`src/rtl/pause_frame_tx.sv`:
```
// 802.3x MAC Control PAUSE frame generator: XOFF on request, periodic refresh XOFF, optional XON on release.
// Optional XON support is compiled in by defining PAUSE_FRAME_TX_XON_EN.
module pause_frame_tx #(
  parameter logic [15:0] PAUSE_QUANTA   = 16'hFFFF,
  parameter logic [31:0] REFRESH_CYCLES = 32'd100000
) (
  input  logic        clk_in,
  input  logic        rst_in,
  input  logic        inject_pause_in,
  input  logic [47:0] src_mac_in,
  output logic [7:0]  tx_data_out,
  output logic        tx_valid_out,
  output logic        tx_last_out,
  input  logic        tx_ready_in,
  output logic        pause_active_out,
  output logic        busy_out
);

  typedef enum logic {IDLE, SEND} state_t;

  state_t      state_q;
  logic [5:0]  cnt_q;
  logic        sent_q;
  logic        xon_q;
  logic [31:0] refresh_q;
  logic [47:0] mac_q;
  logic [15:0] quanta_q;
  logic [7:0]  data_q;
  logic        valid_q;
  logic        last_q;

  logic [5:0]  cnt_nxt_d;
  logic [7:0]  byte_nxt_d;
  logic        xfer_d;
  logic        start_xoff_d;

  // Byte following the current one; byte 0 is loaded directly at frame start.
  always_comb begin
    cnt_nxt_d    = cnt_q + 6'd1;
    xfer_d       = valid_q & tx_ready_in;
    start_xoff_d = inject_pause_in && (!sent_q || (refresh_q == 32'd0));
    case (cnt_nxt_d)
      6'd1:    byte_nxt_d = 8'h80;
      6'd2:    byte_nxt_d = 8'hC2;
      6'd3:    byte_nxt_d = 8'h00;
      6'd4:    byte_nxt_d = 8'h00;
      6'd5:    byte_nxt_d = 8'h01;
      6'd6:    byte_nxt_d = mac_q[47:40];
      6'd7:    byte_nxt_d = mac_q[39:32];
      6'd8:    byte_nxt_d = mac_q[31:24];
      6'd9:    byte_nxt_d = mac_q[23:16];
      6'd10:   byte_nxt_d = mac_q[15:8];
      6'd11:   byte_nxt_d = mac_q[7:0];
      6'd12:   byte_nxt_d = 8'h88;
      6'd13:   byte_nxt_d = 8'h08;
      6'd14:   byte_nxt_d = 8'h00;
      6'd15:   byte_nxt_d = 8'h01;
      6'd16:   byte_nxt_d = quanta_q[15:8];
      6'd17:   byte_nxt_d = quanta_q[7:0];
      default: byte_nxt_d = 8'h00;
    endcase
  end

  always_ff @(posedge clk_in or posedge rst_in) begin
    if (rst_in) begin
      state_q   <= IDLE;
      cnt_q     <= 6'd0;
      sent_q    <= 1'b0;
      xon_q     <= 1'b0;
      refresh_q <= 32'd0;
      mac_q     <= 48'd0;
      quanta_q  <= 16'd0;
      data_q    <= 8'h00;
      valid_q   <= 1'b0;
      last_q    <= 1'b0;
    end else begin
      case (state_q)
        IDLE: begin
          if (start_xoff_d) begin
            state_q  <= SEND;
            cnt_q    <= 6'd0;
            data_q   <= 8'h01;
            valid_q  <= 1'b1;
            last_q   <= 1'b0;
            mac_q    <= src_mac_in;
            quanta_q <= PAUSE_QUANTA;
            sent_q   <= 1'b1;
            xon_q    <= 1'b0;
`ifdef PAUSE_FRAME_TX_XON_EN
          end else if (!inject_pause_in && sent_q) begin
            state_q   <= SEND;
            cnt_q     <= 6'd0;
            data_q    <= 8'h01;
            valid_q   <= 1'b1;
            last_q    <= 1'b0;
            mac_q     <= src_mac_in;
            quanta_q  <= 16'h0000;
            sent_q    <= 1'b0;
            xon_q     <= 1'b1;
            refresh_q <= 32'd0;
`else
          end else if (!inject_pause_in && sent_q) begin
            // Without XON the partner's pause timer simply expires.
            sent_q    <= 1'b0;
            refresh_q <= 32'd0;
`endif
          end else if (refresh_q != 32'd0) begin
            refresh_q <= refresh_q - 32'd1;
          end
        end
        SEND: begin
          if (xfer_d) begin
            if (cnt_q == 6'd59) begin
              state_q <= IDLE;
              cnt_q   <= 6'd0;
              data_q  <= 8'h00;
              valid_q <= 1'b0;
              last_q  <= 1'b0;
              if (!xon_q) refresh_q <= REFRESH_CYCLES - 32'd1;
            end else begin
              cnt_q  <= cnt_nxt_d;
              data_q <= byte_nxt_d;
              last_q <= (cnt_nxt_d == 6'd59);
            end
          end
        end
        default: state_q <= IDLE;
      endcase
    end
  end

  assign tx_data_out      = data_q;
  assign tx_valid_out     = valid_q;
  assign tx_last_out      = last_q;
  assign pause_active_out = sent_q;
  assign busy_out         = (state_q == SEND);

endmodule

```
`config.mk`:
```
export PLATFORM = sky130hd
export DESIGN_NAME = pause_frame_tx
export DESIGN_NICKNAME = d
export VERILOG_FILES = /design/src/rtl/pause_frame_tx.sv
export SDC_FILE = /design/constraint.sdc
export NUM_CORES = 1
export LEC_CHECK = 0
export BUFFER_PORTS_ARGS = -buffer_cell sky130_fd_sc_hd__clkbuf_2
export CAP_MARGIN = 20
export CORE_AREA = 8 8 120 133
export DETAILED_ROUTE_END_ITERATION = 10
export DIE_AREA = 0 0 128 141
export HOLD_SLACK_MARGIN = 0.15
export SETUP_SLACK_MARGIN = 0.4
export SLEW_MARGIN = 20
export SYNTH_ARGS = -nofsm -noshare
export SYNTH_HDL_FRONTEND = slang
export SYNTH_SLANG_ARGS = --single-unit
```
`constraint.sdc`:
```
create_clock -name clk_in -period 4.5 [get_ports clk_in]
set_input_delay 0.45 -clock clk_in [delete_from_list [all_inputs] [get_ports clk_in]]
set_output_delay 0.45 -clock clk_in [all_outputs]
set_load 0.005 [all_outputs]
```
==> implementation parameters <==
Parameter                              Value

Outcome
  Status ... completed

Drt
  Number of nets still failing antenna checks after routing ... 0
  Post-detailed-route wirelength per cell ... 18.0 µm
  Via/cell ratio ... 5.56
  1st-iter DRT viols ... between 200 and 300
  DRC errors left ... 0
  Routed wire length ... approximately 13000 µm
  Router iterations before antenna repair ... 4
  Overall via count from detail_route ... ~4000

Clock network
  Clock sink count ... 99
  CTS tree ... yes
  Clock Pin Slew Worst Setup and Hold Paths ... about 0.070 ns
  Number of buffers inserted by post-CTS setup repair ... 0
  CTS buffer count ... 9
  Clock tree buffer depth ... 2
  H-tree lvl count ... 3
  Worst skew pair latency ... 0.35 ns
  Total of hold buffers inserted after clock tree synthesis ... 0
  Root Driver ... sky130_fd_sc_hd__clkbuf_16
  Number of resized instances in the post-cts repair step ... 0

GRT
  Number of antenna violations at the first check in global routing ... 0
  Overflow left after global routing ... 0
  Maximum number of pins on one net before global-route repair ... 53
  Global-route wire length before repair ... 22100 µm
  Via count of the first global-routing pass ... 4281
  Tot GR Track Use ... 15.3%

STA
  Total of endpoints with negative setup slack in the final report ... 0
  Top achievable clock speed ... slightly below 300 MHz
  Final period util ... approximately 77%
  Total negative setup slack ... 0 ns
  Normalized max-slew margin ... 34.4%
  Fin worst setup slack ... 1.04 ns
  Max-slew violation count ... 0
  Total count of hold-check failures in the final report ... 0
  Final critical path time including I/O delays and setup ... 3.46 ns
  Setup skew after layout ... around 0.0065 ns
  Transition at the pin with the smallest max-transition slack ... about 0.98 ns
  Unrepaired setup endpoints after global routing ... false
  Final hold slack ... 0.182 ns

Layout
  Signed area change from the synthesized netlist to the final layout ... 13.7%
  Final Instance Count excl. Fillers ... between 700 and 800
  Share of final-layout standard cells stronger than drive strength 1 ... 27.0%
  Diode count ... 0
  Core Util, Final ... between 40% and 50%
  Nets@finish ... 599

Floorplanning
  Die area ... 18000 µm²
  Number of standard-cell rows in the floorplan ... 45
  Y dimension of the die ... approximately 140 µm
  Effective utilization at floorplan ... 39.2%
  Placeable core region ... 13600 µm²
  I/O Pins ... 64
  Width of the chip ... 128 µm

Power
  Pwr Density ... 623 nW/µm²
  Leakage power summed over all cells ... roughly 2.8 nW
  Max VDD drop ... around 0.27 mV

Yosys
  Main area contributors after synthesis ... sky130_fd_sc_hd__dfrtp_1, sky130_fd_sc_hd__mux2_4, sky130_fd_sc_hd__nor2_1, sky130_fd_sc_hd__o21ai_0, sky130_fd_sc_hd__a21oi_1
  Number of enable-type register cells in the synthesized netlist ... 0
  Post-synthesis instance area ... 5340 µm²
  Synthesized area divided by synthesized cell count ... 10.9 µm²
  Commonest cells post-synth ... sky130_fd_sc_hd__dfrtp_1, sky130_fd_sc_hd__mux2_4, sky130_fd_sc_hd__nor2_1, sky130_fd_sc_hd__o21ai_0, sky130_fd_sc_hd__nand2_1
  Most numerous cell in the Yosys netlist ... sky130_fd_sc_hd__dfrtp_1
  Biggest area consumer among synthesized cells ... sky130_fd_sc_hd__dfrtp_1
  Flops & latches, synth ... 99
  Fraction of registers with async set/reset ... 100%
  Gate count after technology mapping ... approximately 490
  Number of distinct library cells after synthesis ... 66
  Top FF cell, synth ... sky130_fd_sc_hd__dfrtp_1
  Top-area cell type share of the netlist area ... between 40% and 50%
  Share of synthesized area occupied by flip-flops and latches ... 46.4%
  Synthesis warning total ... 0
  Net count after synthesis ... between 500 and 600

Setup path
  Endpoint type of the worst setup path ... flip-flop
  Max FO, Critical Path ... 33
  Required time worst endpoint ... 4.74 ns
  Kind of critical path ... reg -> reg
  Arr. time, crit path ... between 3 and 4 ns
  CP peak stage delay ... 0.59 ns
  Most common cell type on the critical path ... sky130_fd_sc_hd__or4_4
  CP max-delay cell ... sky130_fd_sc_hd__or4_4
  List of cells traversed by the critical path ... or4_4, or4_4, o41ai_2, nand3b_4, buf_12, mux2_4
  Startpoint type of the worst setup path ... flip-flop

Place
  GPL Wtd Cong ... 0.855
  Placed Instances ... between 700 and 800
  Post-DP HPWL ... 9190 µm
  Port Buf Inserts ... 63
  DP Worst Slack ... 1.04 ns

Worst hold path
  Class of the most critical hold timing path ... in -> async

Flow run
  Max-Cap Viols ... 0
[cell families after synthesis]
kind of cell    count (synthesis)  share of synthesized area [%]
flops                          99                           46.4
xor+xnor                       15                           2.46
fa+ha+maj                       7                           1.64
compound gates                133                           17.5
mux                            52                           14.3
buf+inv                        42                           4.17
simple gates                  144                           13.5
[registers in the layout, summed over array words and instances (netlist names)]
register and count:
busy_out 1, cnt_q 6, mac_q 48, pause_active_out 1, quanta_q 1, refresh_q 32, tx_data_out 8, tx_last_out 1
tx_valid_out 1
[worst max-delay path: cells and delay by family, from the launching register on]
kind / cells / cell delay (ns)
flip-flops: 1 / 0.44
AND/OR/NAND/NOR: 3 / 1.64
multiplexers: 1 / 0.32
AO/OA/AOI/OAI: 1 / 0.49
buffers and inverters: 1 / 0.40
[cell type report]
type | count | area [µm²]
clock buffers | 12 | 267
multi-input cells | 351 | 2650
flip-flops and latches | 99 | 2480
clock inverters | 4 | 32.5
repair buffers | 68 | 365
fillers | 1323 | 7560
inverters | 11 | 43.8
well taps | 188 | 235
[routing by layer]
layer	vias to the layer above	track usage (%)	part of all wire [%]
met4	0	6.64	1.6
li1	1913	-	-
met2	107	24.6	49
met5	-	0	0
met1	2039	19.2	44
met3	14	3.47	5.3
[power breakdown]
group | switching, W | internal, W | leakage (nW)
clock network | 0.000349 | 0.000425 | 0.147
registers | 0.000304 | 0.00123 | 1.22
logic | 0.000741 | 0.000735 | 1.43
total | 0.00139 | 0.00239 | 2.80
[path summary, 6_finish.rpt]
check | start | endpoint | slack [ns] | cells past startpoint
worst max-delay path | refresh_q[8] | mac_q[42] | 1.04 | 6
worst min-delay path | rst_in | mac_q[5] | 0.18 | 2
worst max register to register | refresh_q[8] | mac_q[42] | 1.04 | 6
worst min register to register | quanta_q[0] | quanta_q[0] | 0.46 | 1
max in group asynchronous | rst_in | cnt_q[4] | 3.25 | 3
min in group clk_in | src_mac_in[16] | mac_q[16] | 0.32 | 2
[through the flow]
step | total power [W] | cell area, µm²
floorplan | 0.00261 | 5340
global placement | 0.00297 | 5770
detailed placement | 0.00302 | 5770
CTS | 0.00381 | 6070
global route | 0.00403 | 6070
finish | 0.00378 | 6070
[placed cells by master (no fill, tap or decap), types with 3 or more instances in the layout]
master,count
sky130_fd_sc_hd__dfrtp_1,99
sky130_fd_sc_hd__clkbuf_2,63
sky130_fd_sc_hd__mux2_4,48
sky130_fd_sc_hd__nor2_1,42
sky130_fd_sc_hd__o21ai_0,28
sky130_fd_sc_hd__nand2_1,27
sky130_fd_sc_hd__a21oi_1,24
sky130_fd_sc_hd__nor3_1,18
sky130_fd_sc_hd__a22oi_1,14
sky130_fd_sc_hd__nand3_1,12
sky130_fd_sc_hd__xnor2_1,12
sky130_fd_sc_hd__inv_1,10
sky130_fd_sc_hd__nor4_1,9
sky130_fd_sc_hd__clkbuf_16,9
sky130_fd_sc_hd__a31oi_1,8
sky130_fd_sc_hd__nand2b_1,7
sky130_fd_sc_hd__ha_1,7
sky130_fd_sc_hd__o22ai_1,6
sky130_fd_sc_hd__or4_1,5
sky130_fd_sc_hd__a211oi_1,5
sky130_fd_sc_hd__a2111oi_0,5
sky130_fd_sc_hd__o31ai_1,4
sky130_fd_sc_hd__or3_1,4
sky130_fd_sc_hd__buf_4,4
sky130_fd_sc_hd__nand3b_1,3
sky130_fd_sc_hd__mux2i_1,3
sky130_fd_sc_hd__o21a_1,3
sky130_fd_sc_hd__xor2_1,3
sky130_fd_sc_hd__a22o_1,3
sky130_fd_sc_hd__a221oi_1,3
sky130_fd_sc_hd__clkbuf_8,3
No activity file was read; power rests on OpenSTA's default activity.
